### src/rtl/dmem_lsu.sv
// Load/store unit between execute and a byte-enabled, 1-cycle-latency data memory.
// Word-straddling accesses are split into two back-to-back memory accesses and merged.
module dmem_lsu (
    input  logic        clk,
    input  logic        reset,
    input  logic        req_valid,
    output logic        req_ready,
    input  logic        req_write,
    input  logic [1:0]  req_size,
    input  logic        req_unsigned,
    input  logic [31:0] req_addr,
    input  logic [31:0] req_wdata,
    output logic        resp_valid,
    output logic [31:0] resp_rdata,
    output logic [15:0] mem_addr,
    output logic [31:0] mem_write_data,
    output logic [3:0]  mem_write_enable,
    input  logic [31:0] mem_read_data
);

    typedef enum logic [1:0] {
        IDLE  = 2'd0,
        WAIT1 = 2'd1,
        WAIT2 = 2'd2
    } state_t;

    function automatic logic [3:0] size_mask(input logic [1:0] size);
        logic [3:0] m;
        case (size)
            2'b00:   m = 4'b0001;
            2'b01:   m = 4'b0011;
            default: m = 4'b1111;
        endcase
        return m;
    endfunction

    function automatic logic [2:0] size_bytes(input logic [1:0] size);
        logic [2:0] n;
        case (size)
            2'b00:   n = 3'd1;
            2'b01:   n = 3'd2;
            default: n = 3'd4;
        endcase
        return n;
    endfunction

    function automatic logic [31:0] rotl_lanes(input logic [31:0] w, input logic [1:0] off);
        logic [31:0] r;
        case (off)
            2'd0:    r = w;
            2'd1:    r = {w[23:0], w[31:24]};
            2'd2:    r = {w[15:0], w[31:16]};
            default: r = {w[7:0],  w[31:8]};
        endcase
        return r;
    endfunction

    function automatic logic [31:0] extend(input logic [31:0] d, input logic [1:0] size,
                                           input logic uns);
        logic [31:0] f;
        case (size)
            2'b00:   f = uns ? {24'h000000, d[7:0]}  : {{24{d[7]}}, d[7:0]};
            2'b01:   f = uns ? {16'h0000, d[15:0]}   : {{16{d[15]}}, d[15:0]};
            default: f = d;
        endcase
        return f;
    endfunction

    state_t      state_r;
    logic [1:0]  off_r;
    logic [1:0]  size_r;
    logic        unsigned_r;
    logic        write_r;
    logic        split_r;
    logic [15:0] addr_r;
    logic [31:0] wdata_r;
    logic [3:0]  mask_hi_r;
    logic [31:0] low_r;

    logic [1:0]  off_s;
    logic [7:0]  mask8_s;
    logic        split_s;
    logic [31:0] wrot_s;
    logic        second_s;
    logic        accept_s;
    logic [3:0]  we_s;
    logic [63:0] merged_s;
    logic [31:0] field_s;
    logic        unused_addr_s;

    assign unused_addr_s = ^req_addr[31:18];

    assign off_s    = req_addr[1:0];
    assign mask8_s  = {4'h0, size_mask(req_size)} << off_s;
    assign split_s  = ({1'b0, off_s} + size_bytes(req_size)) > 3'd4;
    assign wrot_s   = rotl_lanes(req_wdata, off_s);

    assign second_s  = (state_r == WAIT1) && split_r;
    assign req_ready = (state_r == IDLE) || ((state_r == WAIT1) && !split_r) || (state_r == WAIT2);
    assign accept_s  = req_valid && req_ready && !reset;

    // Memory port: second half of a split takes priority, otherwise the accepted request.
    always_comb begin
        mem_addr       = 16'h0000;
        mem_write_data = 32'h0000_0000;
        we_s           = 4'b0000;
        if (second_s) begin
            mem_addr       = addr_r + 16'd1;
            mem_write_data = wdata_r;
            we_s           = write_r ? mask_hi_r : 4'b0000;
        end else if (accept_s) begin
            mem_addr       = req_addr[17:2];
            mem_write_data = wrot_s;
            we_s           = req_write ? mask8_s[3:0] : 4'b0000;
        end else begin
            mem_addr       = 16'h0000;
            mem_write_data = 32'h0000_0000;
            we_s           = 4'b0000;
        end
    end

    assign mem_write_enable = reset ? 4'b0000 : we_s;

    // Response path: merge both words of a split, then align and extend the field.
    always_comb begin
        resp_valid = (state_r == WAIT2) || ((state_r == WAIT1) && !split_r);
        merged_s   = (state_r == WAIT2) ? {mem_read_data, low_r} : {32'h0000_0000, mem_read_data};
        field_s    = 32'(merged_s >> {off_r, 3'b000});
        if (resp_valid && !write_r) begin
            resp_rdata = extend(field_s, size_r, unsigned_r);
        end else begin
            resp_rdata = 32'h0000_0000;
        end
    end

    // Access sequencer.
    always_ff @(posedge clk or posedge reset) begin
        if (reset) begin
            state_r <= IDLE;
        end else begin
            case (state_r)
                IDLE:    state_r <= accept_s ? WAIT1 : IDLE;
                WAIT1:   state_r <= split_r ? WAIT2 : (accept_s ? WAIT1 : IDLE);
                WAIT2:   state_r <= accept_s ? WAIT1 : IDLE;
                default: state_r <= IDLE;
            endcase
        end
    end

    // Request attributes captured on accept for the follow-up cycles.
    always_ff @(posedge clk or posedge reset) begin
        if (reset) begin
            off_r      <= 2'b00;
            size_r     <= 2'b00;
            unsigned_r <= 1'b0;
            write_r    <= 1'b0;
            split_r    <= 1'b0;
            addr_r     <= 16'h0000;
            wdata_r    <= 32'h0000_0000;
            mask_hi_r  <= 4'b0000;
        end else if (accept_s) begin
            off_r      <= off_s;
            size_r     <= req_size;
            unsigned_r <= req_unsigned;
            write_r    <= req_write;
            split_r    <= split_s;
            addr_r     <= req_addr[17:2];
            wdata_r    <= wrot_s;
            mask_hi_r  <= mask8_s[7:4];
        end
    end

    // Low word of a split load, returned while the second access is issued.
    always_ff @(posedge clk or posedge reset) begin
        if (reset) begin
            low_r <= 32'h0000_0000;
        end else if (second_s) begin
            low_r <= mem_read_data;
        end
    end

endmodule

### config.mk
export PLATFORM = sky130hd
export DESIGN_NAME = dmem_lsu
export DESIGN_NICKNAME = d
export VERILOG_FILES = /design/src/rtl/dmem_lsu.sv
export SDC_FILE = /design/constraint.sdc
export NUM_CORES = 1
export LEC_CHECK = 0
export CORE_ASPECT_RATIO = 1.25
export CORE_MARGIN = 5
export CORE_UTILIZATION = 44
export CTS_BUF_LIST = sky130_fd_sc_hd__clkbuf_4 sky130_fd_sc_hd__clkbuf_8 sky130_fd_sc_hd__clkbuf_16
export DETAILED_ROUTE_END_ITERATION = 8
export PLACE_DENSITY = 0.78
export SLEW_MARGIN = 15
export SYNTH_ARGS = -nofsm -noshare
export SYNTH_HDL_FRONTEND = slang
export SYNTH_SLANG_ARGS = --single-unit
### constraint.sdc
create_clock -name clk -period 5.1 [get_ports clk]
set_input_delay 1.02 -clock clk [delete_from_list [all_inputs] [get_ports clk]]
set_output_delay 1.02 -clock clk [all_outputs]
set_load 0.02 [all_outputs]
Word level (Yosys, flattened, before mapping)
Index checks and enable logic that the tools add are counted.
{ "totals": {"ff_bits": 93, "inputBits": 103, "word_cells": 57} }
{ "op_classes": {"add_sub_neg": 2, "magnitude_cmp": 1, "n_eq_ne": 6, "shift": 2, "muxes": 20, "reduce_logical": 16} }
{ "ops": {"columns": ["op", "n"], "rows": [
  ["$mux W32", 5],
  ["$pmux W32 S3", 1],
  ["$mux W64", 1],
  ["$pmux W32 S2", 1],
  ["$shr A64 B5 Y32", 1],
  ["$mux W16", 2],
  ["$mux W4", 5],
  ["$add A16 B1 Y16 const B", 1],
  ["$eq A2 B1 Y1 const B", 4],
  ["$logic_not A2 Y1", 4],
  ["$pmux W4 S2", 1],
  ["$shl A4 B2 Y8", 1],
  ["$pmux W3 S2", 1],
  ["$logic_and A1 B1 Y1", 5],
  ["$eq A2 B2 Y1 const B", 2],
  ["$pmux W2 S2", 1],
  ["$add A2 B3 Y3", 1],
  ["$gt A3 B3 Y1 const B", 1],
  ["$logic_not A1 Y1", 3],
  ["$logic_or A1 B1 Y1", 3],
  ["$mux W2", 1],
  ["$reduce_or A2 Y1", 1],
  ["$mux W1", 1]
]} }

Longest topological paths before layout
{ "depth": {"ltp_word": 9, "depth_mapped": 9} }

Least setup slack after synthesis
Ideal clock, no wire load.
{ "synth_path": {"kind": "in2out", "start": "in reset", "end": "out mem_write_enable[3]", "arrival_time_ps": 4845, "path_slack_ps": -765, "cell_stages": 5, "path_cell_list": "inv_1 -> nand3_1 -> inv_1 -> nand2_1 -> a2111oi_0"} }
{ "synth_between": {"elab_chain_len": 5} }
{ "synth_lines": {"columns": ["item", "line_no", "rtl"], "rows": [
  ["from (decl)", "5", "input logic reset,"],
  ["$logic_not A1 Y1 (no line)", null, null],
  ["$logic_and A1 B1 Y1", "100", "assign accept_s = req_valid && req_ready && !reset;"],
  ["$mux W4", "111", "end else if (accept_s) begin"],
  ["$mux W4", "107", "if (second_s) begin"],
  ["$mux W4 (*)", "122", "assign mem_write_enable = reset ? 4'b0000 : we_s;"],
  ["to (decl)", "17", "output logic [3:0] mem_write_enable,"]
]} }
Every way passes the cells marked *; elsewhere a longest branch is shown, timed or not.

Worst setup path after layout
{ "layout_path": {"start": "in mem_read_data[15]", "end": "out resp_rdata[18]"} }
{ "layout_between": {"elab_chain_len": 5, "elab_cells_between_ends": 6, "classes_between": "shift: 1; mux: 5"} }
{ "layout_lines": {"columns": ["item", "line_no", "rtl"], "rows": [
  ["from (decl)", "18", "input logic [31:0] mem_read_data"],
  ["$mux W64 (*)", "127", "merged_s = (state_r == WAIT2) ? {mem_read_data, low_r} : {32'h0000_0000, mem_read_data};"],
  ["$shr A64 B5 Y32 (*)", "128", "field_s = 32'(merged_s >> {off_r, 3'b000});"],
  ["$mux W32, on equally long branches", "63, 62", null],
  ["$pmux W32 S2 (*)", "61", "case (size)"],
  ["$mux W32 (*)", "129", "if (resp_valid && !write_r) begin"],
  ["to (decl)", "14", "output logic [31:0] resp_rdata,"]
]} }
Marks and branches as above.

==> run summary <==
The first TritonRoute pass finished after 5 iterations. The number of enable-type register cells in the synthesized netlist came out at 0. The maximum clock path buffer count came out at 2. The overall die height came out at 145 um. The transition time at the pin with the least slew margin came out at 1.12 ns. The layout filler cell count is 1,247.

The run finished with clean final reports. Based on the critical path, the design can be clocked at up to 226 MHz. For this run the aggregate overflow at the end of global routing stands at 0. The relative contribution of sequential cells to total power came out at 0.406. The sequential cell area fraction in the yosys report came out at 0.357.

The post-route DRC violation count is 0. The max-capacitance violation count is 0. Walking the worst path, the cells encountered are clkdlybuf4s50_1 -> mux4_2 -> o2bb2ai_2 -> a311oi_4 -> buf_4 -> nor3_1 -> clkdlybuf4s50_1. The highest routing layer actually used is met4.

The CTS tree is done. The worst-case vdd ir drop is 0.218 mV. After detailed routing, the number of vias per cell comes to 5.60.

The type of the setup path with the least slack is in2out. The number of nets in the final layout came out at 997. The setup slack of the critical path after layout is 0.675 ns. The placed wire-length estimate came out at 13.7 mm. The DRC violation total after the first TritonRoute iteration came out at 257. The post-CTS setup repair buffer count is 0.

The number of distinct library cells after synthesis came out at 46. For the final database, setup skew stands at 0.00789 ns. In this run the critical register-to-register path is captured at off_r[1]$_DFFE_PP0N_. 189 I/O pins were placed. The async set-or-reset flop fraction in the synthesized netlist is 1.00. The via count of the first global-routing pass is 6,056.

The number of antenna diodes is 0. The internal power component came out at 1.76 mW. The die covers 17,200 um2. The reported leakage power is 4.01 nW. The flop-to-flop setup slack is 3.16 ns. In this run the critical register-to-register path is launched from off_r[1]$_DFFE_PP0N_. The area overhead of the layout relative to synthesis came out at 33.1%.

The final clock period utilization by the worst path came out at 0.868. The clock latency at the later pin of the worst-skew pair came out at 0.34 ns. The depth of the worst hold-timing path came out at 2. STA classifies the critical path endpoint as an output port. The buffer cell driving the clock tree root is sky130_fd_sc_hd__clkbuf_16. The count of clock tree sinks is 92. Of the total power, combinational logic draws 0.337. The routed design uses 9.45 mm of met2 wire.

The level count of the clock H-tree came out at 3. The fraction of final layout cells with drive strength greater than 1 came out at 0.0793. The total vias in the final route is 6,012. The worst setup timing slack at the placement stage is 0.639 ns. The worst endpoint required time came out at 4.08 ns. The total met3 wirelength after detailed routing came out at 1.37 mm.

The logic depth of the worst register-to-register path came out at 2. The sum of negative setup slack came out at 0 ns. Counting flops and latches in the post-synthesis netlist gives 92.

Of the total power, the clock network draws 0.257. The number of gates given a new drive strength after cts is 0. The delay of the slowest cell on the worst path came out at 0.57 ns. The maximum net fanout on the critical path is 16. The post-synthesis instance area came out at 6450 um2.

During placement, the flow inserted port buffers numbering 174. The global-route wire length before repair came out at 31.0 mm. The initial cell density of the core came out at 0.448.

The proportion of total power due to net switching came out at 0.342. The post-synth net total came out at 858. In this run the power spent charging and discharging nets is 914 uW. The total length of routed wires is 18.9 mm. The final critical path time including I/O delays and setup is 4.42 ns. In the global route stage, overall resource usage came out at 0.217. The register clock-pin slew on the reported worst setup and hold paths is 0.06 ns. The startpoint identified for the worst hold timing path is low_r[4]$_DFFE_PP0P_. Headroom to the max-slew limit came out at 0.250. The most used flip-flop cell after synthesis is sky130_fd_sc_hd__dfrtp_1. The number of endpoints with negative hold slack in the final report is 0.

The launching element of the worst setup path is mem_read_data[15]. The number of buffers inserted during clock tree synthesis came out at 9. The hold buffer count at cts is 0. Setup repair after global routing left no endpoint under its margin. The largest individual stage delay along the critical path comes from the cell sky130_fd_sc_hd__clkdlybuf4s50_1. The largest net degree at the start of global routing came out at 58. The post-route met1 wirelength is 7.68 mm. The total power density per cell area is 312 nW/um2. The horizontal extent of the die came out at 118 um. The routed length per instance came out at 17.6 um. The floorplan has 49 rows. In this run the worst hold path is classified as reg2reg. Yosys printed 0 warnings.

The number of endpoints failing setup at the final stage came out at 0. The number of pins with negative max-slew slack in the final report came out at 0. The total area inside the core boundary comes to 14,400 um2. The cell seen most often among critical-path stages is sky130_fd_sc_hd__clkdlybuf4s50_1.

After synthesis, the mean cell area works out to 8.59 um2. For the worst setup path, the data arrival time is 3.40 ns. The hold-critical path endpoint is low_r[4]$_DFFE_PP0P_.

The number of antenna violations at the first check in global routing was 0. The kind of launch point of the worst setup path is a primary input. The routability congestion estimate is 0.841. The post-synthesis instance total is 751. The post-detailed-route count of antenna-violating nets is 0.
[cells in the mapped netlist (2+ instances only)]
| master | n | area, um2 |
|---|---|---|
| sky130_fd_sc_hd__nor3_1 | 17 | 85.1 |
| sky130_fd_sc_hd__nand2b_1 | 4 | 25.0 |
| sky130_fd_sc_hd__buf_2 | 7 | 35.0 |
| sky130_fd_sc_hd__dfrtp_1 | 92 | 2300 |
| sky130_fd_sc_hd__o21a_1 | 10 | 75.1 |
| sky130_fd_sc_hd__nand2_1 | 201 | 754 |
| sky130_fd_sc_hd__buf_6 | 2 | 22.5 |
| sky130_fd_sc_hd__a21oi_1 | 16 | 80.1 |
| sky130_fd_sc_hd__and2_1 | 8 | 50.1 |
| sky130_fd_sc_hd__mux2i_1 | 66 | 661 |
| sky130_fd_sc_hd__xnor2_1 | 6 | 52.6 |
| sky130_fd_sc_hd__o211ai_1 | 3 | 22.5 |
| sky130_fd_sc_hd__nor2_1 | 31 | 116 |
| sky130_fd_sc_hd__mux4_2 | 13 | 293 |
| sky130_fd_sc_hd__buf_4 | 4 | 30.0 |
| sky130_fd_sc_hd__ha_1 | 3 | 37.5 |
| sky130_fd_sc_hd__a31oi_1 | 3 | 18.8 |
| sky130_fd_sc_hd__nand3_1 | 13 | 65.1 |
| sky130_fd_sc_hd__or2_2 | 3 | 18.8 |
| sky130_fd_sc_hd__inv_1 | 5 | 18.8 |
| sky130_fd_sc_hd__or3_1 | 3 | 18.8 |
| sky130_fd_sc_hd__o21ai_0 | 39 | 195 |
| sky130_fd_sc_hd__and3_1 | 2 | 12.5 |
| sky130_fd_sc_hd__nand3b_1 | 2 | 15.0 |
| sky130_fd_sc_hd__o311a_1 | 16 | 160 |
| sky130_fd_sc_hd__nand4_1 | 2 | 12.5 |
| sky130_fd_sc_hd__mux2_2 | 12 | 135 |
| sky130_fd_sc_hd__o221a_2 | 5 | 56.3 |
| sky130_fd_sc_hd__clkinv_1 | 2 | 7.51 |
| sky130_fd_sc_hd__clkbuf_1 | 44 | 165 |
| sky130_fd_sc_hd__buf_1 | 3 | 11.3 |
| sky130_fd_sc_hd__a21o_1 | 65 | 488 |
| sky130_fd_sc_hd__nor3b_1 | 2 | 15.0 |
| sky130_fd_sc_hd__xor2_1 | 8 | 70.1 |
| sky130_fd_sc_hd__a211oi_1 | 17 | 128 |
| sky130_fd_sc_hd__nor2b_1 | 12 | 75.1 |
[through the flow]
| step | instance area (um2) | utilization | power, mW | instances | hold slack [ns] |
|---|---|---|---|---|---|
| 6_report | 8580 | 0.596 | 2.67 | 1073 | 0.470 |
| 5_1_grt | 8580 | 0.596 | 2.83 | 1073 | 0.491 |
| 4_1_cts | 8580 | 0.596 | 2.69 | 1073 | 0.472 |
| 3_5_place_dp | 8280 | 0.575 | 2.00 | 1057 | 0.457 |
| 3_3_place_gp | 8280 | 0.575 | 1.97 | 1057 | 0.452 |
| 2_1_floorplan | 6450 | - | 1.67 | 751 | 0.440 |
[metal layers]
layer | vias up | GRT usage
li1 | 2928 | -
met1 | 2877 | 0.265
met2 | 186 | 0.373
met3 | 21 | 0.0572
met4 | 0 | 0.0694
met5 | - | 0
[power groups by stage]
stage / logic [mW] / clock network [mW] / registers [mW]
4_1_cts: 0.909 / 0.696 / 1.09
2_1_floorplan: 0.633 / 0 / 1.03
3_5_place_dp: 0.904 / 0 / 1.10
5_1_grt: 0.989 / 0.730 / 1.12
6_report: 0.900 / 0.688 / 1.09
3_3_place_gp: 0.883 / 0 / 1.09
[how the worst max path moves through the flow]
stage | end | slack [ns]
floorplan | mem_write_enable[3] | 0.35
global placement | mem_write_enable[1] | 0.67
detailed placement | mem_write_enable[1] | 0.64
CTS | mem_write_enable[1] | 0.64
global route | resp_rdata[23] | 0.43
finish | resp_rdata[18] | 0.68
[sequential cells by signal, indices dropped and copies added, names as in the netlist]
register / flops
low_r: 32
wdata_r: 32
addr_r: 16
mask_hi_r: 3
off_r: 2
size_r: 2
state_r: 2
split_r: 1
unsigned_r: 1
write_r: 1
[cells in the final DEF, fill, tap and decap left out, types with 4 or more instances in the layout]
cell type                           n
sky130_fd_sc_hd__o221a_2            5
sky130_fd_sc_hd__nor3_1            17
sky130_fd_sc_hd__clkdlybuf4s50_1  173
sky130_fd_sc_hd__o311a_1           16
sky130_fd_sc_hd__o21ai_0           39
sky130_fd_sc_hd__nand2b_1           4
sky130_fd_sc_hd__mux2_2            12
sky130_fd_sc_hd__mux2i_1           66
sky130_fd_sc_hd__clkbuf_16          9
sky130_fd_sc_hd__xnor2_1            6
sky130_fd_sc_hd__a211oi_1          17
sky130_fd_sc_hd__mux4_2            13
sky130_fd_sc_hd__buf_4             13
sky130_fd_sc_hd__xor2_1             8
sky130_fd_sc_hd__a21o_1            65
sky130_fd_sc_hd__and2_1             8
sky130_fd_sc_hd__o21a_1            10
sky130_fd_sc_hd__dfrtp_1           91
sky130_fd_sc_hd__nand2_1          201
sky130_fd_sc_hd__nor2b_1           11
sky130_fd_sc_hd__nor2_1            31
sky130_fd_sc_hd__nand3_1           12
sky130_fd_sc_hd__clkinvlp_4         4
sky130_fd_sc_hd__inv_1              4
sky130_fd_sc_hd__a21oi_1           16
[kinds of logic after synthesis]
family / share of synthesized area
and+or+nand+nor: 0.197
AOI/OAI and AO/OA: 0.204
DFF: 0.357
muxes: 0.169
buffers and inverters: 0.0450
xor gates and xnor gates: 0.0190
adders and majority gates: 0.00893
[worst max-delay path, delay by kind of cell]
| family | cells | cell delay, ns |
|---|---|---|
| buf+inv | 3 | 1.32 |
| mux | 1 | 0.54 |
| compound gates | 2 | 0.42 |
| simple gates | 1 | 0.09 |
[layout make-up]
| type | instances | area, um2 | share of cell area |
|---|---|---|---|
| timing repair buffer | 188 | 1850 | 0.216 |
| sequential | 92 | 2300 | 0.268 |
| inverter | 7 | 30.0 | 0.00350 |
| clock buffer | 10 | 233 | 0.0271 |
| tap | 178 | 223 | 0.0260 |
| clock inverter | 6 | 70.1 | 0.00817 |
| multi-input combinational | 592 | 3870 | 0.451 |
(Power assumes the default switching activity.)
